**config.mk**
```make
export PLATFORM = sky130hd
export DESIGN_NAME = phys_free_list
export DESIGN_NICKNAME = d
export VERILOG_FILES = /design/src/rtl/phys_free_list_pkg.sv /design/src/rtl/free_list_ram.sv /design/src/rtl/phys_free_list.sv
export SDC_FILE = /design/constraint.sdc
export NUM_CORES = 1
export LEC_CHECK = 0
export CAP_MARGIN = 25
export CORE_ASPECT_RATIO = 0.6
export CORE_MARGIN = 1
export CORE_UTILIZATION = 30
export CTS_CLUSTER_SIZE = 14
export DETAILED_ROUTE_END_ITERATION = 7
export DONT_BUFFER_PORTS = 1
export PLACE_DENSITY = 0.47
export SYNTH_ARGS = -nofsm -noshare
export SYNTH_HDL_FRONTEND = slang
export SYNTH_SLANG_ARGS = --single-unit
```
**constraint.sdc**
```tcl
create_clock -name CLK -period 5.2 [get_ports CLK]
set_input_delay 1.3 -clock CLK [delete_from_list [all_inputs] [get_ports CLK]]
set_output_delay 1.3 -clock CLK [all_outputs]
set_load 0.1 [all_outputs]
```
**src/rtl/phys_free_list_pkg.sv**
```systemverilog
// Shared configuration for the physical-register free list.
// Holds the project-wide register counts, the derived free-list depth,
// the controller state encoding and a pointer-width helper.
package phys_free_list_pkg;

  localparam int PROJ_NUM_PHYS_REGS = 64;
  localparam int PROJ_NUM_ARCH_REGS = 32;
  localparam int PROJ_LOG_PHYS      = 6;
  localparam int FREE_LIST_DEPTH    = PROJ_NUM_PHYS_REGS - PROJ_NUM_ARCH_REGS;

  typedef enum logic {
    FL_INIT = 1'b0,
    FL_RUN  = 1'b1
  } fl_state_e;

  // Pointers carry one extra wrap bit so full and empty are distinguishable.
  function automatic int ptr_width(input int depth);
    return $clog2(depth) + 1;
  endfunction

endpackage

```
**src/rtl/free_list_ram.sv**
```systemverilog
// Tag storage for the free list: DEPTH entries of DATA_W bits,
// one synchronous write port and one asynchronous read port.
// Ports:
//   CLK   clock
//   we    write enable
//   waddr write slot
//   wdata tag to store
//   raddr read slot
//   rdata tag stored at raddr (combinational)
module free_list_ram
  import phys_free_list_pkg::*;
#(
  parameter int  DEPTH  = FREE_LIST_DEPTH,
  parameter int  DATA_W = PROJ_LOG_PHYS,
  localparam int ADDR_W = $clog2(DEPTH)
) (
  input  logic              CLK,
  input  logic              we,
  input  logic [ADDR_W-1:0] waddr,
  input  logic [DATA_W-1:0] wdata,
  input  logic [ADDR_W-1:0] raddr,
  output logic [DATA_W-1:0] rdata
);

  logic [DATA_W-1:0] mem [DEPTH];

  always_ff @(posedge CLK) begin
    if (we) mem[waddr] <= wdata;
  end

  assign rdata = mem[raddr];

endmodule

```
**src/rtl/phys_free_list.sv**
```systemverilog
// Physical-register free-list controller.
// Circular FIFO of destination tags with a speculative head (advanced by
// rename allocations), a committed head (advanced by commits of allocating
// instructions) and a tail (advanced by released tags). A flush rewinds the
// speculative head to the committed head. After reset the list fills itself
// with tags NUM_ARCH..NUM_PHYS-1 over DEPTH cycles.
// Optional build macro: PHYS_FREE_LIST_BYPASS_EN lets a tag released into an
// empty list be granted in the same cycle.
// Ports:
//   CLK, RESET        clock, asynchronous active-low reset
//   Alloc_req         rename wants one tag this cycle
//   Alloc_grant       Free_phys_reg is consumed at this edge
//   Free_phys_reg     tag at the speculative head
//   Free_reg_avail    at least one tag allocatable
//   Free_count        tail minus speculative head
//   Commit_alloc      committing instruction had allocated a tag
//   Release_valid     commit frees Release_phys_reg
//   Release_phys_reg  tag being freed
//   Flush             recovery; rewind speculative head
//   Init_done         initial fill complete
//   Overflow_err      sticky; a release hit a full list
module phys_free_list
  import phys_free_list_pkg::*;
#(
  parameter int  NUM_PHYS = PROJ_NUM_PHYS_REGS,
  parameter int  NUM_ARCH = PROJ_NUM_ARCH_REGS,
  parameter int  LOG_PHYS = PROJ_LOG_PHYS,
  localparam int DEPTH    = NUM_PHYS - NUM_ARCH,
  localparam int PTR_W    = ptr_width(DEPTH)
) (
  input  logic                CLK,
  input  logic                RESET,
  input  logic                Alloc_req,
  output logic                Alloc_grant,
  output logic [LOG_PHYS-1:0] Free_phys_reg,
  output logic                Free_reg_avail,
  output logic [PTR_W-1:0]    Free_count,
  input  logic                Commit_alloc,
  input  logic                Release_valid,
  input  logic [LOG_PHYS-1:0] Release_phys_reg,
  input  logic                Flush,
  output logic                Init_done,
  output logic                Overflow_err
);

  localparam int IDX_W = PTR_W - 1;

  function automatic logic [LOG_PHYS-1:0] init_tag(input logic [IDX_W-1:0] k);
    return LOG_PHYS'(NUM_ARCH) + LOG_PHYS'(k);
  endfunction

  fl_state_e           state;
  logic [IDX_W-1:0]    fill_cnt;
  logic [PTR_W-1:0]    tail;
  logic [PTR_W-1:0]    spec_head;
  logic [PTR_W-1:0]    commit_head;

  logic                run;
  logic                list_empty;
  logic                list_full;
  logic                rel_tag_ok;
  logic                rel_fire;
  logic                rel_ovf;
  logic                commit_fire;
  logic                bypass;

  logic                ram_we;
  logic [IDX_W-1:0]    ram_waddr;
  logic [LOG_PHYS-1:0] ram_wdata;
  logic [LOG_PHYS-1:0] ram_rdata;

  assign run        = (state == FL_RUN);
  assign list_empty = (tail == spec_head);
  // Full counts uncommitted allocations too: those slots still hold live tags.
  assign list_full  = ((tail - commit_head) == PTR_W'(DEPTH));

  // Tag 0 is permanently mapped and never enters the list.
  assign rel_tag_ok  = Release_valid && (Release_phys_reg != '0);
  assign rel_fire    = run && rel_tag_ok && !list_full;
  assign rel_ovf     = run && rel_tag_ok && list_full;
  assign commit_fire = run && Commit_alloc && (commit_head != spec_head);

`ifdef PHYS_FREE_LIST_BYPASS_EN
  assign bypass = rel_fire && list_empty && Alloc_req && !Flush;
`else
  assign bypass = 1'b0;
`endif

  assign Free_reg_avail = run && (!list_empty || bypass);
  assign Free_phys_reg  = bypass ? Release_phys_reg : ram_rdata;
  assign Alloc_grant    = run && Alloc_req && Free_reg_avail && !Flush;
  assign Free_count     = tail - spec_head;

  // The fill sequence owns the write port until the list is running.
  assign ram_we    = run ? rel_fire : 1'b1;
  assign ram_waddr = run ? tail[IDX_W-1:0] : fill_cnt;
  assign ram_wdata = run ? Release_phys_reg : init_tag(fill_cnt);

  free_list_ram #(
    .DEPTH  (DEPTH),
    .DATA_W (LOG_PHYS)
  ) u_ram (
    .CLK   (CLK),
    .we    (ram_we),
    .waddr (ram_waddr),
    .wdata (ram_wdata),
    .raddr (spec_head[IDX_W-1:0]),
    .rdata (ram_rdata)
  );

  always_ff @(posedge CLK or negedge RESET) begin
    if (!RESET) begin
      state        <= FL_INIT;
      fill_cnt     <= '0;
      tail         <= '0;
      spec_head    <= '0;
      commit_head  <= '0;
      Init_done    <= 1'b0;
      Overflow_err <= 1'b0;
    end else begin
      case (state)
        FL_INIT: begin
          fill_cnt <= fill_cnt + 1'b1;
          if (fill_cnt == IDX_W'(DEPTH - 1)) begin
            tail      <= PTR_W'(DEPTH);
            state     <= FL_RUN;
            Init_done <= 1'b1;
          end
        end
        FL_RUN: begin
          if (rel_fire)    tail        <= tail + 1'b1;
          if (commit_fire) commit_head <= commit_head + 1'b1;
          // A same-cycle commit moves the rewind target one slot forward.
          if (Flush)            spec_head <= commit_head + PTR_W'(commit_fire);
          else if (Alloc_grant) spec_head <= spec_head + 1'b1;
          if (rel_ovf)     Overflow_err <= 1'b1;
        end
        default: state <= FL_INIT;
      endcase
    end
  end

  // Committing more allocations than were made corrupts the committed head.
  commit_order_chk: assert property (@(posedge CLK) disable iff (!RESET)
    !(run && Commit_alloc && (commit_head == spec_head)));

endmodule
```
==> flow_metrics.py <==
metrics = {
    "timing": {
        "layout_min_cycle_time_ns": 4.642,
        "fmax_ghz": 0.2154,
        "rsz0062_at_grt": "false",
        "fin_crit_sh_pct": 89.26,
        "setup_tns_ns": 0,
        "hold_slack_ns": 0.4672,
        "slew_violations": 0,
        "finalHoldViolCount": 0,
        "relSlewSlack_pct": 26.66,
        "skew_ns": 0.02028,
        "tightest_slew_ns": 1.097,
        "finalSetupViolCount": 0,
    },
    "synth": {
        "async_flop_share_pct": 11.93,
        "ys.flop_type": "edfxtp_1",
        "synth-edff-count": 192,
        "avgSynthCellArea_sq_um": 15.06,
        "netlist_instances": 641,
        "seq_area_frac_synth_pct": 66.47,
        "synthTopCellsByArea": "edfxtp_1 (60%), mux4_2 (7.0%), dfrtp_1 (6.7%), mux2i_1 (5.2%), ha_1 (2.2%)",
        "syn-num-nets": 671,
        "syn_area_sq_mm": 0.009653,
        "synth_top_area_share_pct": 59.73,
        "synth_top_cell_by_area": "edfxtp_1",
        "yosys_warnings": 0,
        "synth.distinct_cells": 57,
        "yosys_register_bits": 218,
    },
    "clock_tree": {
        "cts.sinks": 218,
        "postCtsSetupRepairBufs": 0,
        "htree_levels": 1,
        "cts_tree": "done",
        "cts.reportedPaths.clkPinSlew_ns": 0.07,
        "cts.repair.resized": 0,
        "cts_hold_buf": 0,
        "cts_buffers": 22,
        "cts-root-buf": "clkbuf_16",
        "cts_max_path_buffers": 3,
        "clk_latency_ns": 0.52,
    },
    "floorplanning": {
        "die_h_microns": 140.9,
        "die_w_microns": 233.6,
        "core_sq_mm": 0.03141,
        "initial_core_util_pct": 30.74,
        "rows": 50,
        "ioPinCount": 28,
        "die_area_sq_mm": 0.03292,
    },
    "power": {
        "ir_drop_mv": 0.5522,
        "leakage_nw": 3.785,
        "p_per_area_mw_per_mm2": 627.5,
    },
    "setup_path": {
        "crit_fanout": 50,
        "worstPathRequired_ns": 3.90,
        "endpoint_kind": "output port",
        "crit_arrival_ns": 3.34,
        "start_kind": "register",
        "ff2ff_path_depth": 7,
        "critPathKind": "reg -> out",
    },
    "placement": {
        "hpwl_mm": 16.56,
        "globalplace.congestion": 0.8204,
        "portBuffers": 0,
    },
    "final_layout": {
        "nNetsFinal": 685,
        "antenna_cells": 0,
        "syn2layout_area_growth_pct": 13.14,
        "layout_common_cells": "edfxtp_1 (192), nand2_1 (53), nor2_1 (50), mux2i_1 (50), mux4_2 (30)",
        "layout_commonest_cell": "edfxtp_1",
        "drive_gt1_share_pct": 15.20,
    },
    "grt": {
        "antenna_found_initial": 1,
        "grt_max_degree": 51,
        "grt_pass1_wl_mm": 36.11,
        "gr-total-overflow": 0,
        "grt_use_total_pct": 14.95,
        "first_global_vias": 5487,
    },
    "detailed_routing": {
        "vias": 5473,
        "routed_wl_mm": 24.01,
        "vias_per_cell": 5.035,
        "antenna_left": 0,
        "drc": 0,
        "drtPass1Iterations": 5,
        "wl_per_cell_microns": 22.09,
        "drt_iter0_drc": 453,
    },
    "min_path": {
        "hp-class": "in -> async",
    },
    "run_status": {
        "status": "finished, final reports clean",
    },
    "run": {
        "cap_violations": 0,
    },
}
cell type report:
type                            count  area, sq um
Sequential cell                   218         6420
Clock inverter                     14        157.7
Tap cell                          416        520.5
Multi-Input combinational cell    372         3025
Fill cell                        3031        20480
Timing Repair Buffer               21        157.7
Clock buffer                       26        565.5
Inverter                           20        75.07
path summary, 6_finish.rpt:
path / startpoint / endpoint / slack [ns]
hold / removal: RESET / spec_head[2]$_DFFE_PN0P_ / 0.47
hold reg to reg: fill_cnt[2]$_DFFE_PN0N_ / fill_cnt[2]$_DFFE_PN0N_ / 0.56
min in group CLK: fill_cnt[2]$_DFFE_PN0N_ / fill_cnt[2]$_DFFE_PN0N_ / 0.56
setup / recovery: spec_head[0]$_DFFE_PN0P_ / Free_phys_reg[5] / 0.56
max in group asynchronous: RESET / spec_head[0]$_DFFE_PN0P_ / 4.62
setup reg to reg: tail[0]$_DFFE_PN0P_ / u_ram.mem[15][3]$_DFFE_PP_ / 2.00
report_power, final:
part,total (mW),internal (mW),switching [mW]
Sequential,2.33,2.04,0.292
Clock,1.61,0.933,0.677
Combinational,2.91,0.880,2.03
per-layer routing:
metal  up-vias  GRT usage, %  wire length [microns]
li1       2492             -                      -
met1      2807         24.43                  12660
met2       144         19.36                   9348
met3        30         3.803                   1715
met4         0         2.905                    293
met5         -             0                      0
flip-flops by register name (all words and copies together) (netlist names):
signal and flops:
fill_cnt 5, run 1, Overflow_err 1, u_ram.mem 192, tail 6, Init_done 1
spec_head 6, commit_head 6
critical path, stage by stage, from the launching register on:
cell and delay [ns]:
dfrtp_4 1.04, buf_4 0.58, mux2i_1 0.16, a22oi_1 0.31, nand3_1 0.18, nand3_1 0.17
buf_4 0.31
cell families after synthesis:
kind of cell | synth area share (%)
AO/OA/AOI/OAI | 6.105
XOR/XNOR | 2.087
adder cells (fa/ha/maj) | 2.411
buffers and inverters | 2.515
flip-flops | 66.47
multiplexers | 12.42
AND/OR/NAND/NOR | 7.998
metrics by stage:
step	area (sq um)	setup slack, ns	util (%)	instances	power (mW)
global route	10920	0.3568	34.78	1087	7.143
floorplan	9653	0.9000	-	641	4.532
CTS	10920	0.4792	34.78	1087	6.897
finish	10920	0.5582	34.78	1087	6.854
detailed placement	10200	1.038	32.47	1047	5.279
global placement	10190	1.044	32.45	1046	5.242
synth_stat cells, drive strengths merged (2+ instances only):
master and n:
xor2 9, and3 6, edfxtp 192, nand2 53, nand2b 7, a31oi 4
nor2b 5, a21o 2, o31a 2, nor4 2, a21oi 17, mux4 30
buf 22, o32ai 4, mux2i 50, or4 2, mux2 2, xnor2 14
dfrtp 26, o211ai 2, o31ai 2, clkbuf 9, ha 17, inv 20
a22oi 14, nor3 6, nor2 51, nand3 27, o21ai 22, nand4 3
(Power assumes the default switching activity.)
